**src/rtl/synth_audio_pkg.sv**
```systemverilog
// Shared audio definitions for the I2S transmit driver and receiver.
// Sample width follows AUDIO_24BIT_EN (24 bits when defined, else 16).
package synth_audio_pkg;

`ifdef AUDIO_24BIT_EN
    localparam int AUD_W = 24;
`else
    localparam int AUD_W = 16;
`endif

    localparam int SLOT_BITS_DEF = 32;

    typedef enum logic [1:0] {
        ST_SYNC  = 2'd0,
        ST_LEFT  = 2'd1,
        ST_RIGHT = 2'd2
    } aud_state_t;

endpackage

```
**src/rtl/audio_sync_edge.sv**
```systemverilog
// Multi-flop synchronizer for one asynchronous input with rising-edge detect.
// o_rise is high for one clock per synchronized 0->1 transition.
module audio_sync_edge #(
    parameter int STAGES = 2
) (
    input  logic i_clk,
    input  logic i_rst_n,
    input  logic i_d,
    output logic o_q,
    output logic o_rise
);

    logic [STAGES-1:0] r_sync;
    logic              r_prev;

    always_ff @(posedge i_clk or negedge i_rst_n) begin
        if (!i_rst_n) begin
            r_sync <= '0;
            r_prev <= 1'b0;
        end else begin
            r_sync[0] <= i_d;
            for (int i = 1; i < STAGES; i++) begin
                r_sync[i] <= r_sync[i-1];
            end
            r_prev <= r_sync[STAGES-1];
        end
    end

    assign o_q    = r_sync[STAGES-1];
    assign o_rise = r_sync[STAGES-1] & ~r_prev;

endmodule

```
**src/rtl/audio_i2s_receiver.sv**
```systemverilog
// I2S receiver: oversampled BCK/LRCK/data, left+right pair with valid/ack.
// Sample width set by AUDIO_24BIT_EN via synth_audio_pkg.
module audio_i2s_receiver
    import synth_audio_pkg::*;
#(
    parameter int SYNC_STAGES = 2,
    parameter int SLOT_BITS   = SLOT_BITS_DEF
) (
    input  logic             AUDIO_CLK,
    input  logic             iRST_N,
    input  logic             iAUD_BCK,
    input  logic             iAUD_LRCK,
    input  logic             iAUD_ADCDAT,
    output logic [AUD_W-1:0] o_lsound_in,
    output logic [AUD_W-1:0] o_rsound_in,
    output logic             o_valid,
    input  logic             i_ack,
    output logic             o_overrun
);

    localparam int              CW      = $clog2(SLOT_BITS + 1);
    localparam logic [CW-1:0]   CNT_MAX = CW'(SLOT_BITS);
    localparam logic [AUD_W-1:0] MSB_BIT = {1'b1, {(AUD_W-1){1'b0}}};

    logic w_bck_rise, w_lrck, w_dat;
    logic w_bck_q_unused, w_lrck_rise_unused, w_dat_rise_unused;

    audio_sync_edge #(.STAGES(SYNC_STAGES)) u_sync_bck (
        .i_clk(AUDIO_CLK), .i_rst_n(iRST_N), .i_d(iAUD_BCK),
        .o_q(w_bck_q_unused), .o_rise(w_bck_rise)
    );
    audio_sync_edge #(.STAGES(SYNC_STAGES)) u_sync_lrck (
        .i_clk(AUDIO_CLK), .i_rst_n(iRST_N), .i_d(iAUD_LRCK),
        .o_q(w_lrck), .o_rise(w_lrck_rise_unused)
    );
    audio_sync_edge #(.STAGES(SYNC_STAGES)) u_sync_dat (
        .i_clk(AUDIO_CLK), .i_rst_n(iRST_N), .i_d(iAUD_ADCDAT),
        .o_q(w_dat), .o_rise(w_dat_rise_unused)
    );

    aud_state_t       r_state, w_state_nxt;
    logic             r_lr_prev;
    logic [CW-1:0]    r_cnt;
    logic [AUD_W-1:0] r_shift, r_left;
    logic             r_have_left;
    logic [AUD_W-1:0] r_lsound, r_rsound;
    logic             r_valid, r_overrun;

    logic             w_change, w_commit_l, w_commit_r, w_load;
    logic [AUD_W-1:0] w_mask, w_word;

    assign w_change = w_bck_rise & (w_lrck != r_lr_prev);

    // Bit n of a slot lands at index AUD_W-n; beyond AUD_W the mask is zero,
    // so short slots come out left-aligned and zero-filled automatically.
    assign w_mask = MSB_BIT >> r_cnt;
    assign w_word = r_shift | (w_dat ? w_mask : '0);

    always_comb begin
        w_state_nxt = r_state;
        w_commit_l  = 1'b0;
        w_commit_r  = 1'b0;
        if (w_change) begin
            unique case (r_state)
                ST_SYNC:  w_state_nxt = w_lrck ? ST_RIGHT : ST_LEFT;
                ST_LEFT: begin
                    w_commit_l  = 1'b1;
                    w_state_nxt = ST_RIGHT;
                end
                ST_RIGHT: begin
                    w_commit_r  = 1'b1;
                    w_state_nxt = ST_LEFT;
                end
                default:  w_state_nxt = ST_SYNC;
            endcase
        end
    end

    assign w_load = w_commit_r & r_have_left;

    always_ff @(posedge AUDIO_CLK or negedge iRST_N) begin
        if (!iRST_N) begin
            r_state <= ST_SYNC;
        end else begin
            r_state <= w_state_nxt;
        end
    end

    always_ff @(posedge AUDIO_CLK or negedge iRST_N) begin
        if (!iRST_N) begin
            r_lr_prev   <= 1'b0;
            r_cnt       <= '0;
            r_shift     <= '0;
            r_left      <= '0;
            r_have_left <= 1'b0;
        end else if (w_bck_rise) begin
            r_lr_prev <= w_lrck;
            if (w_change) begin
                r_shift <= '0;
                r_cnt   <= '0;
            end else begin
                r_shift <= w_word;
                if (r_cnt != CNT_MAX) begin
                    r_cnt <= r_cnt + 1'b1;
                end
            end
            if (w_commit_l) begin
                r_left      <= w_word;
                r_have_left <= 1'b1;
            end else if (w_change) begin
                r_have_left <= 1'b0;
            end
        end
    end

    always_ff @(posedge AUDIO_CLK or negedge iRST_N) begin
        if (!iRST_N) begin
            r_lsound  <= '0;
            r_rsound  <= '0;
            r_valid   <= 1'b0;
            r_overrun <= 1'b0;
        end else begin
            r_overrun <= 1'b0;
            if (w_load) begin
                r_lsound  <= r_left;
                r_rsound  <= w_word;
                r_valid   <= 1'b1;
                r_overrun <= r_valid & ~i_ack;
            end else if (r_valid && i_ack) begin
                r_valid <= 1'b0;
            end
        end
    end

    assign o_lsound_in = r_lsound;
    assign o_rsound_in = r_rsound;
    assign o_valid     = r_valid;
    assign o_overrun   = r_overrun;

endmodule

```
**config.mk**
```make
export PLATFORM = sky130hd
export DESIGN_NAME = audio_i2s_receiver
export DESIGN_NICKNAME = d
export VERILOG_FILES = /design/src/rtl/synth_audio_pkg.sv /design/src/rtl/audio_sync_edge.sv /design/src/rtl/audio_i2s_receiver.sv
export SDC_FILE = /design/constraint.sdc
export NUM_CORES = 1
export LEC_CHECK = 0
export CORE_ASPECT_RATIO = 1.5
export CORE_MARGIN = 2
export CORE_UTILIZATION = 40
export DETAILED_ROUTE_END_ITERATION = 8
export DONT_BUFFER_PORTS = 1
export SLEW_MARGIN = 20
export SYNTH_ARGS = -nofsm -noshare
export SYNTH_HDL_FRONTEND = slang
export SYNTH_SLANG_ARGS = --single-unit
```
**constraint.sdc**
```tcl
create_clock -name AUDIO_CLK -period 2.2 [get_ports AUDIO_CLK]
set_input_delay 0.22 -clock AUDIO_CLK [delete_from_list [all_inputs] [get_ports AUDIO_CLK]]
set_output_delay 0.22 -clock AUDIO_CLK [all_outputs]
set_load 0.05 [all_outputs]
```
==> impl_metrics.csv, run 1 <==
group,metric,value,unit
status,status,"complete, no violations",
final_layout,drive_above_1_share,26.3,%
synthesis,synth.most_common_cell,"dfrtp_1",
sta,worstMarginPinSlew,0.596,ns
synthesis,ys_warn_count,0,
synthesis,synth_common_cells,"83 x dfrtp_1, 36 x mux2_2, 20 x a31oi_1",
worst_setup_path,worst-setup-path-type,"reg -> reg",
final_layout,nNetsFinal,284,
sta,rsz0062_at_grt,"no",
final_layout,final_util,47.1,%
clock_network,path_clk_slew,0.06,ns
placement,portBuffers,0,
sta,fin_worst_skew,0.0121,ns
global_route,grt_max_degree,84,
synthesis,synthesis.area,3450,sq um
floorplanning,dieHeight,118,um
placement,place_congestion,0.782,
clock_network,clock_latency,0.33,ns
drt,ant_nets,0,
synthesis,syn_inst,263,
clock_network,cts_tree,"done",
worst_setup_path,worstPathMaxFanout,20,
synthesis,yosys.cell_types.count,43,
placement,place_ws,0.264,ns
sta,period_share,86.7,%
placement,dp_hpwl,4370,um
sta,slew_headroom,60.2,%
drt,firstDrtPassIters,4,
synthesis,yosysSeqAreaShare,60.3,%
global_route,grt_pass1_vias,2151,
clock_network,root_buffer,"clkbuf_16",
worst_setup_path,arrival,2.13,ns
power,power,4.12,mW
placement,post_dp_cell_area,3590,sq um
floorplanning,die_w,79.8,um
drt,num_vias,2088,
synthesis,synth_edf_count,0,
power,p_leak,1.92,nW
clock_network,clock_sinks,83,
sta,fin_ws,0.292,ns
power,ir_drop,0.542,mV
drt,via_per_inst,5.38,
drt,wire_per_inst,17.2,um
worst_setup_path,cp-end-kind,"register",
worst_setup_path,cp_cell_sequence,"nand2b_1 -> nor4_4 -> buf_4 -> mux2_2",
synthesis,synth-main-ff-cell,"dfrtp_1",
worst_setup_path,slowest_delay,0.42,ns
worst_setup_path,reg2reg_depth,4,
global_route,grt_pass1_wl,11600,um
sta,fmax,524,MHz
floorplanning,io_pins,40,
worst_setup_path,cpMaxStageDelayCell,"dfrtp_1",
synthesis,synth-async-reset-ratio,100,%
clock_network,cts_resized,0,
floorplanning,fp.coreArea,8410,sq um
synthesis,synth_top_area_cell,"dfrtp_1",
power,power.density,1040,nW/um^2
synthesis,synth_seq_cells,83,
global_route,globalRouteTotalUtil,16.0,%
synthesis,synth.avg_cell_area,13.1,sq um
floorplanning,dieArea,9390,sq um
global_route,antenna_found_initial,0,
floorplanning,initial_core_util,41.0,%
hold_path,worstHoldPathCells,2,
final_layout,antennaDiodeCount,0,
sta,setup_violations,0,
placement,dp.cells,367,
synthesis,synthesis.nets,271,
floorplanning,rows,41,
drt,drc,0,
synthesis,synth_area_leaders,"dfrtp_1 60%, mux2_2 12%, a31oi_1 3.6%, mux2i_1 2.3%, a31o_2 2.0%",
sta,hold_violations,0,
clock_network,postCtsSetupRepairBufs,0,
drt,drtIter0Drc,175,
drt,wirelength,6690,um
worst_setup_path,crit_required,2.42,ns
synthesis,synth_top_area_share,60.3,%
final_layout,areaGrowthSynthToFinish,15.0,%
flow_run,cap_violations,0,
clock_network,holdBufCountCts,5,
clock_network,htreeDepth,3,
clock_network,numCtsBuffers,9,
sta,whs,0.0659,ns
hold_path,holdCritPathClass,"in -> reg",
sta,period_minus_slack,1.91,ns
final_layout,fin_cells,388,
worst_setup_path,start_kind,"register",
sta,slew_violations,0,
final_layout,final_cell_area,3960,sq um
global_route,gr-total-overflow,0,
clock_network,clockBufferDepth,2,
sta,tns,0,ns
worst paths after layout:
check	startpoint	end	slack (ns)
max in group asynchronous	iRST_N	o_rsound_in[13]$_DFFE_PN0P_	1.42
max	u_sync_bck.r_prev$_DFF_PN0_	o_lsound_in[2]$_DFFE_PN0P_	0.29
min	i_ack	o_valid$_DFFE_PN0P_	0.07
min in group asynchronous	iRST_N	o_rsound_in[9]$_DFFE_PN0P_	0.45
max reg2reg	u_sync_bck.r_prev$_DFF_PN0_	o_lsound_in[2]$_DFFE_PN0P_	0.29
min reg2reg	u_sync_dat.r_sync[0]$_DFF_PN0_	u_sync_dat.r_sync[1]$_DFF_PN0_	0.35
cell type report:
cell class	count	area, sq um
fillers	776	4450
flip-flops and latches	83	2080
multi-input cells	153	1250
clock buffers	13	260
repair buffers	16	150
well taps	107	134
inverters	13	48.8
clock inverters	3	43.8
report_power, final:
part           internal (mW)  switching (mW)
logic                  0.243           0.293
registers               1.71           0.357
clock network          0.944           0.573
worst max-delay path: cells and delay by family (launching register included):
family / cells / cell delay [ns]
multiplexers: 1 / 0.37
buffers and inverters: 1 / 0.32
AND/OR/NAND/NOR: 2 / 0.68
flip-flops: 1 / 0.42
registers in the layout, indices dropped and copies added (netlist names):
| signal | flops |
|---|---|
| o_valid | 1 |
| r_state | 2 |
| r_cnt | 6 |
| o_lsound_in | 16 |
| r_have_left | 1 |
| o_rsound_in | 16 |
| u_sync_bck.r_prev | 1 |
| r_lr_prev | 1 |
| o_overrun | 1 |
| u_sync_dat.r_sync | 2 |
| r_shift | 16 |
| r_left | 16 |
| u_sync_lrck.r_sync | 2 |
| u_sync_bck.r_sync | 2 |
routing by layer:
metal / global-route usage (%) / wire (um) / up-vias
li1: - / - / 974
met1: 21.2 / 2860 / 1069
met2: 24.7 / 3460 / 41
met3: 3.37 / 286 / 4
met4: 7.84 / 81 / 0
met5: 0 / 0 / -
cell families (layout without fill, tap and decap cells):
kind of cell | count (synthesis) | count (layout) | share of synthesized area, %
buf+inv | 27 | 45 | 3.52
simple gates | 51 | 51 | 9.11
fa+ha+maj | 2 | 2 | 0.726
compound gates | 50 | 50 | 10.2
xor+xnor | 2 | 2 | 0.726
mux | 48 | 48 | 15.4
flops | 83 | 83 | 60.3
layout by cell type, fill, tap and decap left out, drive strengths merged, types with 3 or more instances in the layout:
cell type and count:
o21ai 6, clkbuf 13, mux2i 8, a21o 3
mux2 40, or3 3, dfrtp 83, nand2 6
nor2 18, a21oi 3, dlygate4sd3 4, buf 12
nand3 4, a31oi 20, nor2b 5, nor4b 3
inv 13, a41o 5, a31o 8
Power figures use the tool's default switching activity.
==> inputs of run 2 (changes only) <==
==> constraint.sdc (replaced) <==
create_clock -name AUDIO_CLK -period 2.2 [get_ports AUDIO_CLK]
set_input_delay 0.11 -clock AUDIO_CLK [delete_from_list [all_inputs] [get_ports AUDIO_CLK]]
set_output_delay 0.11 -clock AUDIO_CLK [all_outputs]
set_load 0.02 [all_outputs]
==> run 2 against run 1 <==
Final cell count grew 0.26%. Global-route usage is essentially flat. Via count shrank 0.67%. Die area is the same. Register-to-register slack is essentially flat. Design area grew 0.25%. Worst hold slack gained 0.27 ns. Critical path type unchanged. Largest cell class unchanged. Largest power group unchanged. Highest routed layer unchanged.
==> impl_metrics.csv, run 2 (synthesis results as in run 1) <==
group,metric,value,unit
status,status,"complete, no violations",
final_layout,mostFrequentLayoutCells,"83 x dfrtp_1, 36 x mux2_2, 20 x a31oi_1",
floorplanning,dieHeight,118,um
clock_network,clockBufferDepth,2,
sta,worstMarginPinSlew,0.607,ns
drt,wire_per_inst,17.4,um
clock_network,cts_tree,"done",
floorplanning,rows,41,
drt,drtIter0Drc,158,
clock_network,root_buffer,"clkbuf_16",
clock_network,cts_resized,0,
drt,firstDrtPassIters,4,
clock_network,numCtsBuffers,9,
worst_setup_path,worst-path-buf-inv,1,
final_layout,final_common_cell,"dfrtp_1",
sta,rsz0062_at_grt,"no",
worst_setup_path,worstPathMaxFanout,20,
final_layout,antennaDiodeCount,0,
clock_network,htreeDepth,3,
sta,tns,0,ns
power,p_leak,1.93,nW
clock_network,path_clk_slew,0.06,ns
floorplanning,die_w,79.8,um
floorplanning,fp.coreArea,8410,sq um
global_route,grt_pass1_wl,11600,um
placement,portBuffers,0,
clock_network,clock_latency,0.33,ns
global_route,globalRouteTotalUtil,16.0,%
drt,num_vias,2074,
global_route,antenna_found_initial,0,
sta,fin_ws,0.292,ns
sta,period_share,86.7,%
clock_network,clock_sinks,83,
sta,fmax,524,MHz
worst_setup_path,cp-end-kind,"register",
sta,fin_worst_skew,0.0120,ns
worst_setup_path,slowest_delay,0.42,ns
worst_setup_path,path_delay_family,"simple AND/OR/NAND/NOR gates",
power,power.density,1010,nW/um^2
sta,period_minus_slack,1.91,ns
flow_run,cap_violations,0,
final_layout,drive_above_1_share,26.2,%
worst_setup_path,arrival,2.13,ns
global_route,grt_pass1_vias,2157,
worst_setup_path,cp_cell_sequence,"nand2b_1 -> nor4_4 -> buf_4 -> mux2_2",
placement,dp_hpwl,4370,um
worst_setup_path,cpMaxStageDelayCell,"dfrtp_1",
worst_setup_path,critical_path_depth,4,
sta,setup_violations,0,
worst_setup_path,worst-setup-path-type,"reg -> reg",
floorplanning,initial_core_util,41.0,%
final_layout,fillers,776,
drt,wirelength,6770,um
sta,slew_violations,0,
clock_network,postCtsSetupRepairBufs,0,
sta,hold_violations,0,
final_layout,areaGrowthSynthToFinish,15.3,%
power,ir_drop,0.521,mV
clock_network,holdBufCountCts,6,
worst_setup_path,crit_required,2.42,ns
placement,place_congestion,0.782,
worst_setup_path,reg2reg_depth,4,
worst_setup_path,start_kind,"register",
final_layout,nNetsFinal,285,
floorplanning,io_pins,40,
global_route,gr-total-overflow,0,
drt,drc,0,
worst_setup_path,reg2reg_slack,0.29,ns
sta,slew_headroom,59.5,%
hold_path,holdCritPathClass,"in -> async",
placement,place_ws,0.264,ns
global_route,grt_max_degree,84,
drt,ant_nets,0,
drt,via_per_inst,5.33,
floorplanning,dieArea,9390,sq um
==> run 2: cell count changes in the layout (fill, tap and decap cells not counted) <==
cell | before | now
dlygate4sd3_1 | 4 | 5
==> run 2: cell type report <==
type | instances | area [sq um] | share of cell area (%)
tap | 107 | 134 | 3.37
inverter | 13 | 48.8 | 1.23
timing repair buffer | 17 | 160 | 4.03
sequential | 83 | 2080 | 52.3
clock inverter | 3 | 43.8 | 1.10
clock buffer | 13 | 260 | 6.55
multi-input combinational | 153 | 1250 | 31.4
==> run 2: worst paths after layout <==
check,startpoint,endpoint
setup / recovery,u_sync_bck.r_prev$_DFF_PN0_,o_lsound_in[2]$_DFFE_PN0P_
hold / removal,iRST_N,o_rsound_in[9]$_DFFE_PN0P_
setup reg to reg,u_sync_bck.r_prev$_DFF_PN0_,o_lsound_in[2]$_DFFE_PN0P_
hold reg to reg,u_sync_dat.r_sync[0]$_DFF_PN0_,u_sync_dat.r_sync[1]$_DFF_PN0_
max in group asynchronous,iRST_N,o_rsound_in[13]$_DFFE_PN0P_
min in group AUDIO_CLK,iAUD_ADCDAT,u_sync_dat.r_sync[0]$_DFF_PN0_
==> run 2: per-layer routing <==
metal,GRT usage [%],share of wire [%]
met2,24.8,51
met3,3.37,4.2
met4,7.84,1.2
met5,0,0
met1,21.2,43
==> run 2: metrics by stage <==
| stage | hold slack [ns] | util (%) | instances | total power [mW] | instance area, sq um |
|---|---|---|---|---|---|
| final | 0.336 | 47.2 | 389 | 4.03 | 3970 |
| after detailed placement | -0.183 | 42.7 | 367 | 2.50 | 3590 |
| after CTS | 0.324 | 47.2 | 389 | 4.07 | 3970 |
| after floorplan | -0.186 | - | 263 | 2.33 | 3450 |
| after global routing | 0.329 | 47.2 | 389 | 4.23 | 3970 |
| after global placement | -0.183 | 42.7 | 367 | 2.48 | 3590 |
==> run 2: worst reg2reg max path: stages (launching register included) <==
cell and delay, ns:
dfrtp_1 0.42, nand2b_1 0.34, nor4_4 0.34, buf_4 0.32, mux2_2 0.38
==> run 2: power by group <==
part           switching [mW]  leakage, nW  internal [mW]
combinational           0.295        0.651          0.244
clock                   0.575        0.150          0.944
sequential              0.257         1.13           1.71
==> inputs of run 3 (changes only) <==
--- a/config.mk
+++ b/config.mk
@@ -10,6 +10,7 @@
 export CORE_UTILIZATION = 40
 export DETAILED_ROUTE_END_ITERATION = 8
 export DONT_BUFFER_PORTS = 1
+export MAX_ROUTING_LAYER = met4
 export SLEW_MARGIN = 20
 export SYNTH_ARGS = -nofsm -noshare
 export SYNTH_HDL_FRONTEND = slang
==> run 3 against run 2 <==
Non-clock buffer count is the same. Clock power hardly changed. Wire length fell by 0.71%. Design area is the same. Critical path type unchanged. Critical endpoint unchanged.
==> impl_metrics.csv, run 3 (synthesis results as in run 1) <==
group,metric,value,unit
drt,wirelength,6720,um
flow_run,cap_violations,0,
power,power,4.03,mW
worst_setup_path,path_delay_family,"simple AND/OR/NAND/NOR gates",
worst_setup_path,crit_required,2.42,ns
worst_setup_path,worst-path-buf-inv,1,
global_route,grt_max_degree,84,
floorplanning,initial_core_util,41.0,%
worst_setup_path,cpMaxStageDelayCell,"dfrtp_1",
sta,fin_worst_skew,0.00724,ns
final_layout,antennaDiodeCount,0,
drt,wire_per_inst,17.3,um
final_layout,final_util,47.2,%
clock_network,clock_sinks,83,
sta,hold_violations,0,
floorplanning,rows,41,
sta,fin_ws,0.291,ns
placement,portBuffers,0,
placement,place_ws,0.264,ns
drt,via_per_inst,5.40,
sta,fmax,524,MHz
drt,drtIter0Drc,154,
sta,period_share,86.8,%
clock_network,path_clk_slew,0.06,ns
power,p_leak,1.93,nW
floorplanning,die_w,79.8,um
power,power.density,1010,nW/um^2
final_layout,nNetsFinal,285,
drt,drc,0,
hold_path,holdCritPathClass,"in -> async",
sta,tns,0,ns
worst_setup_path,worst-setup-path-type,"reg -> reg",
floorplanning,fp.coreArea,8410,sq um
global_route,grt_pass1_wl,11600,um
clock_network,root_buffer,"clkbuf_16",
placement,place_congestion,0.793,
global_route,grt_pass1_vias,2174,
worst_setup_path,start_kind,"register",
placement,dp_hpwl,4370,um
drt,num_vias,2102,
worst_setup_path,slowest_delay,0.42,ns
final_layout,final_common_cell,"dfrtp_1",
sta,worstMarginPinSlew,0.616,ns
worst_setup_path,arrival,2.13,ns
global_route,antenna_found_initial,0,
worst_setup_path,worstPathMaxFanout,20,
clock_network,numCtsBuffers,9,
global_route,gr-total-overflow,0,
clock_network,cts_resized,0,
sta,slew_violations,0,
final_layout,mostFrequentLayoutCells,"83 x dfrtp_1, 36 x mux2_2, 20 x a31oi_1",
global_route,globalRouteTotalUtil,16.4,%
floorplanning,dieHeight,118,um
clock_network,htreeDepth,3,
drt,firstDrtPassIters,5,
status,status,"complete, no violations",
drt,ant_nets,0,
floorplanning,io_pins,40,
sta,period_minus_slack,1.91,ns
clock_network,postCtsSetupRepairBufs,0,
clock_network,clock_latency,0.33,ns
worst_setup_path,cp_cell_sequence,"nand2b_1 -> nor4_4 -> buf_4 -> mux2_2",
clock_network,clockBufferDepth,2,
clock_network,cts_tree,"done",
worst_setup_path,cp-end-kind,"register",
sta,rsz0062_at_grt,"no",
sta,setup_violations,0,
floorplanning,dieArea,9390,sq um
final_layout,areaGrowthSynthToFinish,15.3,%
sta,slew_headroom,58.9,%
final_layout,drive_above_1_share,26.2,%
power,ir_drop,0.517,mV
-- run 3: cell counts in the layout (fill, tap and decap cells not counted) --
Identical to the previous run, type by type.
-- run 3: through the flow --
stage               instances  area, sq um  hold slack [ns]
floorplan                 263         3450           -0.186
detailed placement        367         3590           -0.183
finish                    389         3970            0.318
global placement          367         3590           -0.183
CTS                       389         3970            0.324
global route              389         3970            0.329
-- run 3: metal layers --
layer	share of wire, %	routed length, um	track usage [%]	up-vias
li1	-	-	-	976
met3	4.5	305	3.30	12
met5	0	0	-	-
met2	51	3440	24.9	48
met1	42	2820	21.1	1066
met4	2.2	149	7.84	0
-- run 3: timing repair --
item,4_1_cts,5_1_grt
endpoints found under the hold margin,88,0
hold buffers,6,0
setup endpoints to repair,0,0
-- run 3: worst reg2reg max path, cell delays in order (launching register included) --
cell,delay (ns)
dfrtp_1,0.42
nand2b_1,0.34
nor4_4,0.34
buf_4,0.32
mux2_2,0.38
-- run 3: power breakdown --
part / total (mW) / internal (mW) / switching [mW]
Clock: 1.52 / 0.944 / 0.579
Combinational: 0.539 / 0.244 / 0.295
Sequential: 1.97 / 1.71 / 0.256
-- run 3: layout make-up --
type | instances | area, sq um
clock buffers | 13 | 260
fillers | 776 | 4440
clock inverters | 3 | 43.8
inverters | 13 | 48.8
flip-flops and latches | 83 | 2080
well taps | 107 | 134
multi-input cells | 153 | 1250
repair buffers | 17 | 160
-- run 3: final timing paths --
path | endpoint | slack [ns] | startpoint | cells after the start
setup / recovery | o_lsound_in[2]$_DFFE_PN0P_ | 0.29 | u_sync_bck.r_prev$_DFF_PN0_ | 4
hold / removal | o_lsound_in[5]$_DFFE_PN0P_ | 0.32 | iRST_N | 2
setup reg to reg | o_lsound_in[2]$_DFFE_PN0P_ | 0.29 | u_sync_bck.r_prev$_DFF_PN0_ | 4
hold reg to reg | u_sync_dat.r_sync[1]$_DFF_PN0_ | 0.35 | u_sync_dat.r_sync[0]$_DFF_PN0_ | 0
max in group asynchronous | r_lr_prev$_DFFE_PN0P_ | 1.53 | iRST_N | 2
min in group AUDIO_CLK | u_sync_dat.r_sync[0]$_DFF_PN0_ | 0.33 | iAUD_ADCDAT | 1
